`config.mk`:
```
export PLATFORM = sky130hd
export DESIGN_NAME = logic_axi4_stream_downsizer_flat
export DESIGN_NICKNAME = d
export VERILOG_FILES = /design/src/rtl/logic_axi4_stream_downsizer_if.sv /design/src/rtl/logic_axi4_stream_downsizer.sv /design/src/flat_wrapper.sv
export SDC_FILE = /design/constraint.sdc
export NUM_CORES = 1
export LEC_CHECK = 0
export ABC_AREA = 1
export CORE_MARGIN = 4
export CORE_UTILIZATION = 44
export DETAILED_ROUTE_END_ITERATION = 8
export GPL_ROUTABILITY_DRIVEN = 0
export PLACE_DENSITY = 0.87
export SYNTH_ARGS = -nofsm -noshare
export SYNTH_HDL_FRONTEND = slang
export SYNTH_SLANG_ARGS = --single-unit
```
`constraint.sdc`:
```
create_clock -name aclk -period 2.6 [get_ports aclk]
set_clock_uncertainty 0.15 [all_clocks]
set_input_delay 0.52 -clock aclk [delete_from_list [all_inputs] [get_ports aclk]]
set_output_delay 0.52 -clock aclk [all_outputs]
set_load 0.03 [all_outputs]
```
`src/rtl/logic_axi4_stream_downsizer_if.sv`:
```
// logic_axi4_stream_downsizer_if: wide rx and narrow tx AXI4-Stream channels of the downsizer.
interface logic_axi4_stream_downsizer_if #(
    parameter int WIDTH = 8,
    parameter int RATIO = 4
);
    logic                   rx_tvalid;
    logic [WIDTH*RATIO-1:0] rx_tdata;
    logic [RATIO-1:0]       rx_tkeep;
    logic                   rx_tlast;
    logic                   rx_tready;
    logic                   tx_tvalid;
    logic [WIDTH-1:0]       tx_tdata;
    logic                   tx_tlast;
    logic                   tx_tready;
    modport slave (
        input  rx_tvalid, rx_tdata, rx_tkeep, rx_tlast, tx_tready,
        output rx_tready, tx_tvalid, tx_tdata, tx_tlast
    );
    modport master (
        output rx_tvalid, rx_tdata, rx_tkeep, rx_tlast, tx_tready,
        input  rx_tready, tx_tvalid, tx_tdata, tx_tlast
    );
endinterface

```
`src/rtl/logic_axi4_stream_downsizer.sv`:
```
// logic_axi4_stream_downsizer: serializes RATIO-lane AXI4-Stream beats into WIDTH-bit beats, lane 0 first.
// Define LOGIC_AXI4_STREAM_DOWNSIZER_TKEEP_EN to honour rx_tkeep; otherwise every lane is emitted.
module logic_axi4_stream_downsizer #(
    parameter int WIDTH = 8,
    parameter int RATIO = 4
) (
    input logic                         aclk,
    input logic                         reset,
    logic_axi4_stream_downsizer_if.slave bus
);
    localparam int IW = $clog2(RATIO);
    typedef enum logic {EMPTY, SHIFT} state_t;
    state_t                 state_q, state_d;
    logic [WIDTH*RATIO-1:0] data_q;
    logic [RATIO-1:0]       keep_q, keep_eff;
    logic                   last_q, busy_q, final_lane, rx_hs, tx_hs;
    logic [IW-1:0]          idx_q, idx_d, idx_next, idx_first;

    if (RATIO < 2 || WIDTH < 1) begin : g_drc
        $error("logic_axi4_stream_downsizer: RATIO must be >= 2 and WIDTH >= 1");
    end

`ifdef LOGIC_AXI4_STREAM_DOWNSIZER_TKEEP_EN
    // an empty terminating beat still carries tlast out on lane 0
    assign keep_eff = (bus.rx_tkeep == '0) ? {{(RATIO-1){1'b0}}, bus.rx_tlast} : bus.rx_tkeep;
`else
    logic unused_keep;
    assign unused_keep = ^bus.rx_tkeep;
    assign keep_eff = '1;
`endif

    always_comb begin
        final_lane = 1'b1;
        idx_next = idx_q;
        idx_first = '0;
        for (int i = RATIO - 1; i >= 0; i--) begin
            if (keep_q[i] && i > int'(idx_q)) begin
                final_lane = 1'b0;
                idx_next = IW'(i);
            end
            if (keep_eff[i]) idx_first = IW'(i);
        end
    end

    assign busy_q = (state_q == SHIFT);
    assign bus.tx_tvalid = busy_q;
    assign bus.tx_tdata = data_q[int'(idx_q)*WIDTH +: WIDTH];
    assign bus.tx_tlast = busy_q & last_q & final_lane;
    // combinational from tx_tready so a new wide beat lands as the final lane leaves
    assign bus.rx_tready = !busy_q | (bus.tx_tready & final_lane);
    assign rx_hs = bus.rx_tvalid & bus.rx_tready;
    assign tx_hs = busy_q & bus.tx_tready;

    always_comb begin
        state_d = state_q;
        idx_d = idx_q;
        if (rx_hs) begin
            state_d = (keep_eff == '0) ? EMPTY : SHIFT;
            idx_d = idx_first;
        end else if (tx_hs) begin
            state_d = final_lane ? EMPTY : SHIFT;
            idx_d = final_lane ? idx_q : idx_next;
        end
    end

    always_ff @(posedge aclk) begin
        if (reset) begin
            state_q <= EMPTY;
            idx_q <= '0;
            keep_q <= '0;
            last_q <= 1'b0;
        end else begin
            state_q <= state_d;
            idx_q <= idx_d;
            if (rx_hs) begin
                keep_q <= keep_eff;
                last_q <= bus.rx_tlast;
            end
        end
    end

    always_ff @(posedge aclk) begin
        if (rx_hs) data_q <= bus.rx_tdata;
    end
endmodule

```
`src/flat_wrapper.sv`:
```
// flat-port wrapper written by rule: the top's interface ports become plain ports
module logic_axi4_stream_downsizer_flat 
#(
    parameter int WIDTH = 8,
    parameter int RATIO = 4
)
  (aclk, reset, bus_rx_tvalid, bus_rx_tdata, bus_rx_tkeep, bus_rx_tlast, bus_tx_tready, bus_rx_tready, bus_tx_tvalid, bus_tx_tdata, bus_tx_tlast);
  logic_axi4_stream_downsizer_if #(.WIDTH(WIDTH), .RATIO(RATIO)) bus_i ();
  input logic aclk;
  input logic reset;
  input wire logic [$bits(bus_i.rx_tvalid)-1:0] bus_rx_tvalid;
  input wire logic [$bits(bus_i.rx_tdata)-1:0] bus_rx_tdata;
  input wire logic [$bits(bus_i.rx_tkeep)-1:0] bus_rx_tkeep;
  input wire logic [$bits(bus_i.rx_tlast)-1:0] bus_rx_tlast;
  input wire logic [$bits(bus_i.tx_tready)-1:0] bus_tx_tready;
  output wire logic [$bits(bus_i.rx_tready)-1:0] bus_rx_tready;
  output wire logic [$bits(bus_i.tx_tvalid)-1:0] bus_tx_tvalid;
  output wire logic [$bits(bus_i.tx_tdata)-1:0] bus_tx_tdata;
  output wire logic [$bits(bus_i.tx_tlast)-1:0] bus_tx_tlast;
  assign bus_i.rx_tvalid = bus_rx_tvalid;
  assign bus_i.rx_tdata = bus_rx_tdata;
  assign bus_i.rx_tkeep = bus_rx_tkeep;
  assign bus_i.rx_tlast = bus_rx_tlast;
  assign bus_i.tx_tready = bus_tx_tready;
  assign bus_rx_tready = bus_i.rx_tready;
  assign bus_tx_tvalid = bus_i.tx_tvalid;
  assign bus_tx_tdata = bus_i.tx_tdata;
  assign bus_tx_tlast = bus_i.tx_tlast;
  logic_axi4_stream_downsizer #(.WIDTH(WIDTH), .RATIO(RATIO)) u_core (.aclk(aclk), .reset(reset), .bus(bus_i));
endmodule
```
After elaboration in Yosys (flattened, before gate mapping):

Index checks and enable logic that the tools add are counted.

* flip-flop bits (word level): 37
* input port bits: 41
* output and inout bits: 11
* logic and storage cells: 33

* $lt $le $gt $ge: 3
* shift-type cells: 1
* multiplexer cells: 9
* bitwise gates (word level): 7
* reduce and logical (&&, ||, !) cells: 8

Operator list (number)
* $shiftx 32x6->8: 1
* $mux 1: 6
* $mux 2: 3
* $and 1x1->1: 5
* $gt 2x2->1 const A: 2
* $logic_and 1x1->1: 3
* $reduce_and 3->1: 1
* $reduce_bool 3->1: 1
* $gt 1x2->1 const A: 1
* $reduce_bool 2->1: 1
* $reduce_or 2->1: 1
* $logic_not 1->1: 1
* $not 1->1: 1
* $or 1x1->1: 1

Logic depth before layout (Yosys ltp):

* word-level depth: 9
* gate-level depth with buffers: 7
* mapped depth without buffers: 7

Least setup slack after synthesis:

OpenSTA, ideal clock, no wires.

* kind: in2reg
* start point: in bus_tx_tready
* end point: reg u_core.data_q[0], enable pin
* setup time: 0.387 ns
* data arrival time: 1.447 ns
* required time: 2.063 ns
* slack: 0.616 ns
* stages: 4
* buffers on the path: 0
* path through: nand2_1 > nand2_4 > nand2_4 > inv_1

* word-level cells in the longest chain between the ends: 3

RTL lines
* from (decl): line flat_wrapper.sv:15 `input wire logic [$bits(bus_i.tx_tready)-1:0] bus_tx_tready;`
* $and 1x1->1: line logic_axi4_stream_downsizer.sv:50 `assign bus.rx_tready = !busy_q | (bus.tx_tready & final_lane);`
* $or 1x1->1: line logic_axi4_stream_downsizer.sv:50
* via bus_rx_tready: line flat_wrapper.sv:16 `output wire logic [$bits(bus_i.rx_tready)-1:0] bus_rx_tready;`
* $and 1x1->1: line logic_axi4_stream_downsizer.sv:51 `assign rx_hs = bus.rx_tvalid & bus.rx_tready;`
* via u_core.rx_hs: line logic_axi4_stream_downsizer.sv:16 `logic last_q, busy_q, final_lane, rx_hs, tx_hs;`
* to (signal assigned): line logic_axi4_stream_downsizer.sv:83 `if (rx_hs) data_q <= bus.rx_tdata;`
* to (decl): line logic_axi4_stream_downsizer.sv:14 `logic [WIDTH*RATIO-1:0] data_q;`

The timed path passes the listed nets, and every way through them passes these cells.
A chain may end at the register's enable or synchronous reset.

Final worst setup path:

* start point: reg u_core.idx_q[1]
* end point: out bus_tx_tdata[0]

* word-level cells in the longest chain between the ends: 1

RTL lines
* from (decl): line logic_axi4_stream_downsizer.sv:17 `logic [IW-1:0] idx_q, idx_d, idx_next, idx_first;`
* from (signal assigned): line logic_axi4_stream_downsizer.sv:74 `idx_q <= idx_d;`
* $shiftx 32x6->8: line logic_axi4_stream_downsizer.sv:47 `assign bus.tx_tdata = data_q[int'(idx_q)*WIDTH +: WIDTH];`
* to (decl): line flat_wrapper.sv:18 `output wire logic [$bits(bus_i.tx_tdata)-1:0] bus_tx_tdata;`

Every way passes these cells.

==> PnR_summary.wiki <==
{| class="wikitable"
! Metric !! Value
|-
| Drt pass-1 iters || 4
|-
| Pre-CTS setup slack || 116 ps
|-
| Ratio of final minimum period to clock period || 0.924
|-
| Portion of the post-synthesis area used by sequential elements || 0.720
|-
| Placed Area || 0.00197 mm²
|-
| Maximum number of pins on one net before global-route repair || 33
|-
| Antenna diode instance count || 0
|-
| Total Neg Setup Slack || 0 ps
|-
| Worst vdd ir || 0.000532 V
|-
| Peak fanout along the critical path || 11
|-
| Via total after detailed routing || 1,018
|-
| Design area || 0.00206 mm²
|-
| Number of buffers added for setup after CTS || 0
|-
| Ratio of cells with drive above 1 in the final layout || 0.153
|-
| Post-synth cell types || 21
|-
| Rows || 20
|-
| Hold-fix buffers, CTS || 0
|-
| Clock transition at the register clock pins on the worst setup and hold paths after CTS || 110 ps
|-
| Via/cell ratio || 4.92
|-
| Routed wl met2 || 1750 µm
|-
| Port Buffer Count || 47
|-
| TritonCTS sink count || 37
|-
| Post-route DRC violation count || 0
|-
| Netlist Area Pre-Place || 0.00147 mm²
|-
| Total congestion overflow || 0
|-
| Async S/R FF share, synth || 0
|-
| Initial DRC count || 57
|-
| HPWL reported at the end of detailed placement || 2260 µm
|-
| First-pass GRT wire length || 4970 µm
|-
| Unrepaired setup endpoints after global routing || no
|-
| Top layer used by detailed routing || met4
|-
| Startpoint of the worst-slack reg-to-reg timing path || u_core.idx_q[1]
|-
| Initial standard-cell utilization of the core || 0.471
|-
| Quantity of gates resized following cts || 8
|-
| CTS tree || done
|-
| CP endpoint kind || output port
|-
| Arrival time of the worst setup path || 1730 ps
|-
| Total nets after synthesis || 150
|-
| Setup slack after layout || 197 ps
|-
| Number of filler cells placed in the layout || 263
|-
| Placeable core region || 0.00313 mm²
|-
| DIE AREA || 0.00434 mm²
|-
| Global-route total usage across every layer || 0.161
|-
| FF+latch count, synth || 37
|-
| Flip-flop cell with the highest count after synthesis || sky130_fd_sc_hd__edfxtp_1
|-
| Average wire per standard cell || 15.1 µm
|-
| Total count of max-transition violations in the final report || 0
|-
| Number of warnings reported in the yosys synthesis log || 0
|-
| Result of the run || complete, no violations
|-
| Initial antenna violation count || 0
|-
| Final number of setup-violating endpoints || 0
|-
| Final critical delay including setup and external delays || 2400 ps
|-
| Worst min-delay path startpoint || u_core.keep_q[0]
|-
| Total wire length || 3130 µm
|-
| Library cell with the largest summed area after synthesis || sky130_fd_sc_hd__edfxtp_1
|-
| Area taken by flip-flops and latches || 0.00106 mm²
|-
| CTS Root Buffer Type || sky130_fd_sc_hd__clkbuf_4
|-
| Startpoint Class || register
|-
| Horiz. Die Dim || 65.9 µm
|-
| Inserted Clock Buffers || 5
|-
| Measured slew at the worst slew-check pin || 386 ps
|-
| Non-filler instance count after layout || 207
|-
| Clock latency of the later-clocked register in the worst-skew pair || 350 ps
|-
| Vias in the first global route || 1,110
|-
| Most frequent cells after synthesis || 32 x sky130_fd_sc_hd__edfxtp_1, 15 x sky130_fd_sc_hd__nor2_1, 15 x sky130_fd_sc_hd__o21ai_0
|-
| Worst Path Class, Setup || reg2out
|-
| Routed length on met3 || 194 µm
|-
| Number of instances on the worst hold path || 2
|-
| Placed Cells incl. Taps || 199
|-
| Data required time at the worst endpoint || 1930 ps
|-
| Crit path from || u_core.idx_q[1]
|-
| Die extent in y || 65.9 µm
|-
| Post-synthesis area per instance || 13.5 µm²
|-
| Worst min-delay path class || reg2reg
|-
| Total power after layout || 1.33 mW
|-
| Slew headroom || 0.743
|-
| ANT nets after route || 0
|-
| Clock tree buffer depth || 2
|-
| Length of routed wiring on met1 || 1110 µm
|-
| Leakage power figure || 0.775 nW
|-
| Multi-input combinational cell area || 317 µm²
|-
| Number of synthesized flops with an enable pin || 32
|-
| Net count reported at finish || 203
|-
| Power density over cell area || 645 mW/mm²
|-
| Layout area overhead || 40.1%
|-
| # IOs || 52
|-
| Cell with the most instances after synthesis || sky130_fd_sc_hd__edfxtp_1
|-
| Maximum achievable frequency || 416 MHz
|-
| FF-to-FF path depth || 8
|-
| Max-capacitance violation count || 0
|-
| Final hold violations || 0
|-
| Yosys top cell area share || 0.653
|-
| Level count of the clock H-tree || 2
|-
| Largest cells by area after synthesis || sky130_fd_sc_hd__edfxtp_1 65%, sky130_fd_sc_hd__dfxtp_1 6.8%, sky130_fd_sc_hd__o21ai_0 5.1%
|-
| Syn Inst Count || 109
|}
-- sequential cells by signal (all words and copies together) (netlist names) --
name                  cells
u_core.idx_q              2
u_core.bus.tx_tvalid      1
u_core.keep_q             1
u_core.data_q            32
u_core.last_q             1
-- metrics by stage --
| stage | hold WS [ps] | util |
|---|---|---|
| final | 374 | 0.660 |
| after floorplan | 295 | - |
| after global placement | 309 | 0.630 |
| after global routing | 413 | 0.660 |
| after CTS | 373 | 0.660 |
| after detailed placement | 356 | 0.630 |
-- power by group --
group	total, mW	switching (mW)	internal [mW]
Sequential	0.698	0.0125	0.686
Clock	0.485	0.187	0.298
Combinational	0.148	0.0711	0.0767
Total	1.33	0.271	1.06
-- per-layer routing --
layer	track usage	vias to the layer above
li1	-	497
met3	0.0697	7
met5	0	-
met1	0.152	479
met2	0.292	35
met4	0.0803	0
-- cells in the final DEF, fill, tap and decap left out --
| cell type | count |
|---|---|
| sky130_fd_sc_hd__a21oi_1 | 2 |
| sky130_fd_sc_hd__nor2_1 | 15 |
| sky130_fd_sc_hd__buf_12 | 1 |
| sky130_fd_sc_hd__clkinv_2 | 1 |
| sky130_fd_sc_hd__bufinv_16 | 2 |
| sky130_fd_sc_hd__clkbuf_4 | 5 |
| sky130_fd_sc_hd__a21oi_2 | 1 |
| sky130_fd_sc_hd__nand2_1 | 6 |
| sky130_fd_sc_hd__dfxtp_1 | 5 |
| sky130_fd_sc_hd__o21ai_2 | 2 |
| sky130_fd_sc_hd__nand2_4 | 2 |
| sky130_fd_sc_hd__and3_1 | 1 |
| sky130_fd_sc_hd__o21ai_1 | 1 |
| sky130_fd_sc_hd__edfxtp_1 | 32 |
| sky130_fd_sc_hd__nand3_1 | 1 |
| sky130_fd_sc_hd__inv_2 | 1 |
| sky130_fd_sc_hd__buf_4 | 4 |
| sky130_fd_sc_hd__nor2_2 | 4 |
| sky130_fd_sc_hd__o21ai_0 | 15 |
| sky130_fd_sc_hd__a31oi_1 | 1 |
| sky130_fd_sc_hd__inv_1 | 6 |
| sky130_fd_sc_hd__clkdlybuf4s50_1 | 37 |
| sky130_fd_sc_hd__inv_8 | 1 |
| sky130_fd_sc_hd__dlygate4sd2_1 | 8 |
| sky130_fd_sc_hd__nand2_2 | 1 |
| sky130_fd_sc_hd__o22ai_1 | 8 |
-- area by class of cell --
class | instances | share of cell area
Sequential cell | 37 | 0.514
Multi-Input combinational cell | 60 | 0.153
Timing Repair Buffer | 50 | 0.238
Inverter | 8 | 0.0182
Tap cell | 44 | 0.0267
Clock buffer | 5 | 0.0182
Clock inverter | 3 | 0.0315
-- cell families after synthesis --
logic type      synth area share
buf+inv                   0.0646
compound gates             0.117
flops                      0.720
simple gates              0.0977
-- worst max-delay path, cell delays in order, from the launching register on --
cell	delay, ps
sky130_fd_sc_hd__dfxtp_1	570
sky130_fd_sc_hd__o21ai_0	170
sky130_fd_sc_hd__o22ai_1	200
sky130_fd_sc_hd__dlygate4sd2_1	450
-- final timing paths --
check / endpoint / slack, ps
setup / recovery: bus_tx_tdata[0] / 200
setup reg to reg: u_core.data_q[6] / 670
hold / removal: u_core.keep_q[0] / 370
hold reg to reg: u_core.keep_q[0] / 370
No activity file was read; power rests on OpenSTA's default activity.
